==> src/rtl/color_fsm_driver.sv <==
// color_fsm_driver
//
// Steers a two-state Color Moore FSM (Blue/Red) to a requested colour.
// Each request reads the peer's current colour. If the colour differs from
// the target, the driver toggles the peer with single-cycle kicks. After each
// kick it waits up to SETTLE cycles for the new colour to show up, and it
// gives up after MAX_RETRY kicks. The outcome is returned through a
// valid/ready completion channel.
//
// Ports:
//   clk          rising-edge clock
//   rst          asynchronous, active-high reset
//   req_valid    request present
//   req_ready    driver idle and able to accept a request
//   req_target   requested colour: 0 = Blue, 1 = Red
//   fsm_in       drives the peer's `in` bus (2'h2 hold, 2'h1 kick/toggle)
//   fsm_out      peer's `out` bus (2'h1 Blue, 2'h2 Red, other values illegal)
//   done_valid   completion present
//   done_ready   consumer accepts the completion
//   done_status  2'b00 OK, 2'b01 TIMEOUT, 2'b10 BAD_ENC
//   done_kicks   number of kicks issued for this request

module color_fsm_driver #(
  parameter int SETTLE    = 2,
  parameter int MAX_RETRY = 3,
  parameter int CNT_W     = 4
) (
  input  logic             clk,
  input  logic             rst,
  input  logic             req_valid,
  output logic             req_ready,
  input  logic             req_target,
  output logic [1:0]       fsm_in,
  input  logic [1:0]       fsm_out,
  output logic             done_valid,
  input  logic             done_ready,
  output logic [1:0]       done_status,
  output logic [CNT_W-1:0] done_kicks
);

  localparam logic [1:0] IN_KICK = 2'h1;
  localparam logic [1:0] IN_HOLD = 2'h2;

  localparam logic [1:0] OUT_BLUE = 2'h1;
  localparam logic [1:0] OUT_RED  = 2'h2;

  localparam logic [1:0] ST_OK      = 2'b00;
  localparam logic [1:0] ST_TIMEOUT = 2'b01;
  localparam logic [1:0] ST_BAD_ENC = 2'b10;

  localparam logic [CNT_W-1:0] SETTLE_C    = CNT_W'(SETTLE);
  localparam logic [CNT_W-1:0] MAX_RETRY_C = CNT_W'(MAX_RETRY);
  localparam logic [CNT_W-1:0] CNT_MAX     = {CNT_W{1'b1}};

  // Parameter sanity checks, evaluated at elaboration.
  generate
    if (MAX_RETRY < 1 || MAX_RETRY >= (1 << CNT_W)) begin : g_bad_max_retry
      $error("color_fsm_driver: MAX_RETRY must be in [1, 2**CNT_W - 1]");
    end
    if (SETTLE < 1 || SETTLE >= (1 << CNT_W)) begin : g_bad_settle
      $error("color_fsm_driver: SETTLE must be in [1, 2**CNT_W - 1]");
    end
  endgenerate

  typedef enum logic [2:0] {
    S_IDLE,
    S_CHECK,
    S_KICK,
    S_WAIT,
    S_RESP
  } state_t;

  state_t           state_q, state_d;
  logic             target_q, target_d;
  logic [CNT_W-1:0] kicks_q, kicks_d;
  logic [CNT_W-1:0] settle_q, settle_d;
  logic [1:0]       fsm_in_q, fsm_in_d;
  logic [1:0]       status_q, status_d;
  logic [CNT_W-1:0] done_kicks_q, done_kicks_d;

  logic       out_legal;
  logic       out_match;
  logic [1:0] target_code;

  assign target_code = target_q ? OUT_RED : OUT_BLUE;
  assign out_legal   = (fsm_out == OUT_BLUE) || (fsm_out == OUT_RED);
  assign out_match   = (fsm_out == target_code);

  always_ff @(posedge clk or posedge rst) begin
    if (rst) begin
      state_q      <= S_IDLE;
      target_q     <= 1'b0;
      kicks_q      <= '0;
      settle_q     <= '0;
      fsm_in_q     <= IN_HOLD;
      status_q     <= ST_OK;
      done_kicks_q <= '0;
    end else begin
      state_q      <= state_d;
      target_q     <= target_d;
      kicks_q      <= kicks_d;
      settle_q     <= settle_d;
      fsm_in_q     <= fsm_in_d;
      status_q     <= status_d;
      done_kicks_q <= done_kicks_d;
    end
  end

  always_comb begin
    state_d      = state_q;
    target_d     = target_q;
    kicks_d      = kicks_q;
    settle_d     = settle_q;
    status_d     = status_q;
    done_kicks_d = done_kicks_q;

    case (state_q)
      S_IDLE: begin
        if (req_valid) begin
          target_d = req_target;
          kicks_d  = '0;
          settle_d = '0;
          state_d  = S_CHECK;
        end
      end

      S_CHECK: begin
        // The illegal-encoding test comes first, so a stuck bus is never
        // mistaken for a colour.
        if (!out_legal) begin
          status_d     = ST_BAD_ENC;
          done_kicks_d = kicks_q;
          state_d      = S_RESP;
        end else if (out_match) begin
          status_d     = ST_OK;
          done_kicks_d = '0;
          state_d      = S_RESP;
        end else begin
          state_d = S_KICK;
        end
      end

      S_KICK: begin
        kicks_d  = (kicks_q == CNT_MAX) ? kicks_q : kicks_q + 1'b1;
        settle_d = '0;
        state_d  = S_WAIT;
      end

      S_WAIT: begin
        if (!out_legal) begin
          status_d     = ST_BAD_ENC;
          done_kicks_d = kicks_q;
          state_d      = S_RESP;
        end else if (out_match) begin
          status_d     = ST_OK;
          done_kicks_d = kicks_q;
          state_d      = S_RESP;
        end else begin
          settle_d = settle_q + 1'b1;
          if (settle_d == SETTLE_C) begin
            if (kicks_q < MAX_RETRY_C) begin
              state_d = S_KICK;
            end else begin
              status_d     = ST_TIMEOUT;
              done_kicks_d = kicks_q;
              state_d      = S_RESP;
            end
          end
        end
      end

      S_RESP: begin
        if (done_ready) begin
          state_d = S_IDLE;
        end
      end

      default: begin
        state_d = S_IDLE;
      end
    endcase

    // fsm_in is registered from the next state. The kick code therefore
    // appears in exactly the cycle in which the FSM sits in KICK. It comes
    // straight from a flop, so it cannot glitch.
    fsm_in_d = (state_d == S_KICK) ? IN_KICK : IN_HOLD;
  end

  assign req_ready   = (state_q == S_IDLE);
  assign done_valid  = (state_q == S_RESP);
  assign fsm_in      = fsm_in_q;
  assign done_status = status_q;
  assign done_kicks  = done_kicks_q;

endmodule
==> config.mk <==
export PLATFORM = sky130hd
export DESIGN_NAME = color_fsm_driver
export DESIGN_NICKNAME = d
export VERILOG_FILES = /design/src/rtl/color_fsm_driver.sv
export SDC_FILE = /design/constraint.sdc
export NUM_CORES = 1
export LEC_CHECK = 0
export ABC_AREA = 1
export CORE_UTILIZATION = 40
export DETAILED_ROUTE_END_ITERATION = 10
export PLACE_DENSITY = 0.68
export RECOVER_POWER = 50
export SETUP_SLACK_MARGIN = 0.02
export SYNTH_ARGS = -nofsm -noshare
export SYNTH_HDL_FRONTEND = slang
export SYNTH_SLANG_ARGS = --single-unit
==> constraint.sdc <==
create_clock -name clk -period 2.8 [get_ports clk]
set_input_delay 0.7 -clock clk [delete_from_list [all_inputs] [get_ports clk]]
set_output_delay 0.7 -clock clk [all_outputs]
set_load 0.01 [all_outputs]
# Word-level counts from Yosys, hierarchy flattened
# Index checks and enable logic that the tools add are counted.
# W data, S select, Z words.
[word_totals]
ff_bits = 20
in_bits = 7
out_inout_bits = 10
[op_classes]
n_addsub = 2
magnitude_cmp = 1
eq_ne = 17
n_mux = 31
reduce_logical = 9
[op_table]
columns = ["op", "n"]
rows = [
  ["$mux W4", 10],
  ["$mux W3", 8],
  ["$mux W2", 8],
  ["$pmux W4 S2", 2],
  ["$pmux W3 S5", 1],
  ["$pmux W4 S3", 1],
  ["$eq A3 B2 Y1 const B", 3],
  ["$add A4 B1 Y4 const B", 2],
  ["$ne A2 B2 Y1 const B", 4],
  ["$ne A4 B4 Y1 const B", 2],
  ["$reduce_and A4 Y1", 2],
  ["$eq A4 B2 Y1 const B", 1],
  ["$eq A4 B4 Y1 const B", 1],
  ["$lt A4 B2 Y1 const B", 1],
  ["$pmux W2 S2", 1],
  ["$reduce_bool A2 Y1", 2],
  ["$eq A3 B1 Y1 const B", 1],
  ["$eq A3 B3 Y1 const B", 1],
  ["$logic_not A3 Y1", 1],
  ["$ne A3 B3 Y1 const B", 1],
  ["$reduce_and A3 Y1", 1],
  ["$reduce_bool A3 Y1", 1],
  ["$eq A2 B1 Y1 const B", 1],
  ["$eq A2 B2 Y1", 1],
  ["3 further kinds", 3],
]

# Longest topological paths before layout
[logic_depth]
ltp_word = 8
depth_mapped = 10
mapped_depth_nobuf = 10

# Worst setup path before layout
# OpenSTA, ideal clock, no wires.
[synth_timing]
path_kind = "input port to flip-flop"
from = "in fsm_out[0]"
to = "reg done_kicks_q[0], in the netlist done_kicks[0]"
setup_ns = 0.117
arrival_ns = 1.369
slack_ns = 1.314
path_stages = 7
path_buffers = 0
cell_sequence = "inv_1 > nand3_1 > nand2_2 > a21oi_4 > nand3_4 > nand2_1 > nand2_1"
[synth_via]
elab_chain_cells = 4
[synth_rtl]
columns = ["element", "line", "text"]
rows = [
  ["from (decl)", "34", "input logic [1:0] fsm_out,"],
  ["$eq A2 B1 Y1, or another cell as far along", "86", "assign out_legal = (fsm_out == OUT_BLUE) || (fsm_out == OUT_RED);"],
  ["$logic_or A1 B1 Y1 or $mux W4 (tied branches)", "86, 154", ""],
  ["$ne A4 B4 Y1 (no source line), or another cell as far along", "-", ""],
  ["$reduce_and A4 Y1 (no source line) or $pmux W4 S2 (tied branches)", "-", ""],
  ["to (signal assigned)", "105", "done_kicks_q <= done_kicks_d;"],
  ["to (decl)", "79", "logic [CNT_W-1:0] done_kicks_q, done_kicks_d;"],
]
# Parallel ways exist; a longest one is shown, timed or not.
# A chain may end at the register's enable or synchronous reset.

# Worst setup path after layout
[layout_timing]
from = "reg state_q[0]"
to = "out req_ready"
[layout_via]
elab_chain_cells = 1
[layout_rtl]
columns = ["element", "line", "text"]
rows = [
  ["from (decl)", "73", "state_t state_q, state_d;"],
  ["from (signal assigned)", "99", "state_q <= state_d;"],
  ["$logic_not A3 Y1", "189", "assign req_ready = (state_q == S_IDLE);"],
  ["to (decl)", "31", "output logic req_ready,"],
]
# No other way between the ends.

==> flow_metrics.py <==
metrics = {
    "status": {
        "status": "finished, final reports clean",
    },
    "sta": {
        "fin_crit_ps": 2280,
        "setup_violations": 0,
        "finalCritPeriodShare_pct": 81.5,
        "tightestPinTransition_ps": 773,
        "fin_tns_setup_ps": 0,
        "hold_viol_final": 0,
        "fmax_mhz": 438,
        "rsz0062_at_grt": "no",
        "finalMaxSlewViolations": 0,
        "relSlewSlack_pct": 48.4,
        "clock_skew_ps": 2.76,
    },
    "finish": {
        "multi_input_area_sq_um": 510,
        "final_util_pct": 52.0,
        "syn_to_final_growth_pct": 19.3,
        "regArea_sq_um": 502,
        "antennaDiodeCount": 0,
        "layout.nets": 170,
        "drive_gt1_share_pct": 8.18,
        "fin_area_sq_um": 1320,
        "fill_cells": 241,
    },
    "grt": {
        "grt_pass1_vias": 860,
        "grt_util_all_layers_pct": 18.0,
        "grt_pass1_wl_microns": 3740,
        "grt-ovfl-total": 0,
        "antenna_found_initial": 0,
        "grt_max_degree": 21,
    },
    "cts": {
        "clk_pin_slew_worst_paths_ps": 110,
        "clockBufferDepth": 2,
        "tritoncts": "built",
        "cts_root_buf": "clkbuf_4",
        "cts.sinks": 20,
        "ctsResizeCount": 0,
        "ctsHoldBuffers": 0,
        "cts_setup_buffers": 0,
        "cts-buffers-inserted": 3,
        "clk_latency_ps": 300,
        "cts-htree-levels": 1,
    },
    "floorplan": {
        "rows": 18,
        "die_h_microns": 54.6,
        "core_area_sq_um": 2540,
        "die_x_microns": 54.6,
        "start_util_pct": 43.6,
        "die-area_sq_um": 2990,
        "pin_count": 17,
    },
    "synthesis": {
        "post_synth_and_or_nand_nor_area_fraction_pct": 32.7,
        "yosys.area_share.adder_pct": 3.39,
        "syn_inst": 139,
        "synthMuxAreaShare_pct": 0,
        "async_flop_share_pct": 100,
        "synth.area.top_cells": "dfrtp_1, nand2_1, inv_1",
        "synthXorXnorAreaFrac_pct": 2.37,
        "synth_nets": 149,
        "yosysWarnings": 0,
        "synth_compound_area_share_pct": 8.47,
        "syn_area_per_cell_sq_um": 7.98,
        "yosysSeqAreaShare_pct": 45.3,
        "yosys_register_bits": 20,
        "synth_top_family_by_area": "simple AND/OR/NAND/NOR gates",
        "ys_types": 26,
        "synth_commonest_cells": "nand2_1, inv_1, dfrtp_1, nand3_1, nor2_1",
        "synth_most_common_cell": "nand2_1",
        "synth-main-ff-cell": "dfrtp_1",
        "synth.top_cell.area_share_pct": 42.9,
        "yosys.area.top_type": "dfrtp_1",
        "synth_edf_count": 0,
        "syn-cell-area_sq_um": 1110,
    },
    "critical_path": {
        "end_kind": "output port",
        "r2r-start": "state_q[0]",
        "criticalPathCategory": "flop to output port",
        "reg2reg_depth": 7,
        "startpoint_type": "flop",
        "endpoint": "req_ready",
        "cp_cell_sequence": "nor2_1 > nand2_1 > inv_1 > clkdlybuf4s50_1",
        "startpoint": "state_q[0]",
        "rr_endpoint": "kicks_q[1]",
        "worstPathMaxFanout": 5,
        "crit_slowest_cell": "clkdlybuf4s50_1",
        "critPathRequiredTime_ps": 2100,
        "arrival_ps": 1580,
        "cpPeakStageDelay_ps": 520,
        "r2r_setup_slack_ps": 1180,
    },
    "route": {
        "vias": 950,
        "drt_iter0_drc": 24,
        "route.detailed.drc": 0,
        "vias_per_cell": 5.03,
        "drt-wirelength-per-cell_microns": 11.7,
        "drt_wl_total_microns": 2220,
        "final_antenna_net_count": 0,
        "drtPass1Iterations": 4,
    },
    "min_path": {
        "hp-class": "flop to flop",
    },
    "placed_design": {
        "hpwlAfterDp_microns": 1720,
        "place.gp.congestion": 0.793,
        "port_buffers": 16,
        "place_area_sq_um": 1310,
    },
    "power": {
        "irDropWorstVdd_uv": 564,
        "power_density_nw_per_um2": 735,
        "power_leakage_nw": 0.626,
    },
    "job": {
        "drv_cap": 0,
    },
}
area by class of cell:
| type | count | area share [%] |
|---|---|---|
| Sequential cell | 20 | 37.9 |
| Timing Repair Buffer | 16 | 12.1 |
| Inverter | 23 | 6.53 |
| Tap cell | 30 | 2.84 |
| Clock buffer | 4 | 1.99 |
| Multi-Input combinational cell | 96 | 38.6 |
power breakdown:
part	total, mW	switching [mW]	internal [mW]
logic	0.438	0.269	0.169
clock network	0.145	0.0892	0.0556
registers	0.390	0.0409	0.349
kinds of logic (layout without fill, tap and decap cells):
logic type | after synthesis | count (layout)
compound gates | 14 | 14
xor+xnor | 3 | 3
fa+ha+maj | 3 | 3
buf+inv | 23 | 43
flops | 20 | 20
simple gates | 76 | 76
worst min path at each step:
stage              startpoint             end  slack, ps  cells past startpoint
3_5_place_dp    done_kicks[0]   done_kicks[0]        460                      2
3_3_place_gp   done_status[1]  done_status[1]        470                      2
2_1_floorplan     settle_q[3]     settle_q[3]        470                      2
5_1_grt         done_kicks[3]   done_kicks[3]        510                      2
6_report       done_status[1]  done_status[1]        490                      2
4_1_cts         done_kicks[0]   done_kicks[0]        490                      2
cell usage in the layout (no fill, tap or decap), types with 3 or more instances in the layout:
cell type        instances
clkbuf_4                 3
ha_1                     3
o21ai_0                  6
nand3_1                 14
nor2_1                  12
clkdlybuf4s50_1         14
inv_1                   22
nand2_1                 39
dfrtp_1                 19
nor3_1                   3
state kept, by name, indices dropped and copies added (netlist names):
name         cells
fsm_in           2
target_q         1
kicks_q          4
done_kicks       4
state_q          3
settle_q         4
done_status      2
critical path, delay by kind of cell, from the launching register on:
kind | cells | cell delay (ps)
AND/OR/NAND/NOR | 2 | 250
flip-flops | 1 | 450
buffers and inverters | 2 | 580
metal layers:
layer  up-vias  track usage [%]  routed length [microns]
met5         -                0                        0
met4         0             3.85                       10
met3         2             5.83                      104
met2        17             30.5                     1100
met1       448             21.9                     1000
li1        483                -                        -
stage by stage:
stage	setup slack (ps)	hold slack, ps	total power [mW]	instances
3_5_place_dp	662	465	0.846	185
5_1_grt	356	510	1.06	189
3_3_place_gp	697	466	0.837	185
4_1_cts	481	494	0.994	189
6_report	518	488	0.973	189
2_1_floorplan	1310	473	0.694	139
Note: power is estimated with default switching activity, not from simulation.
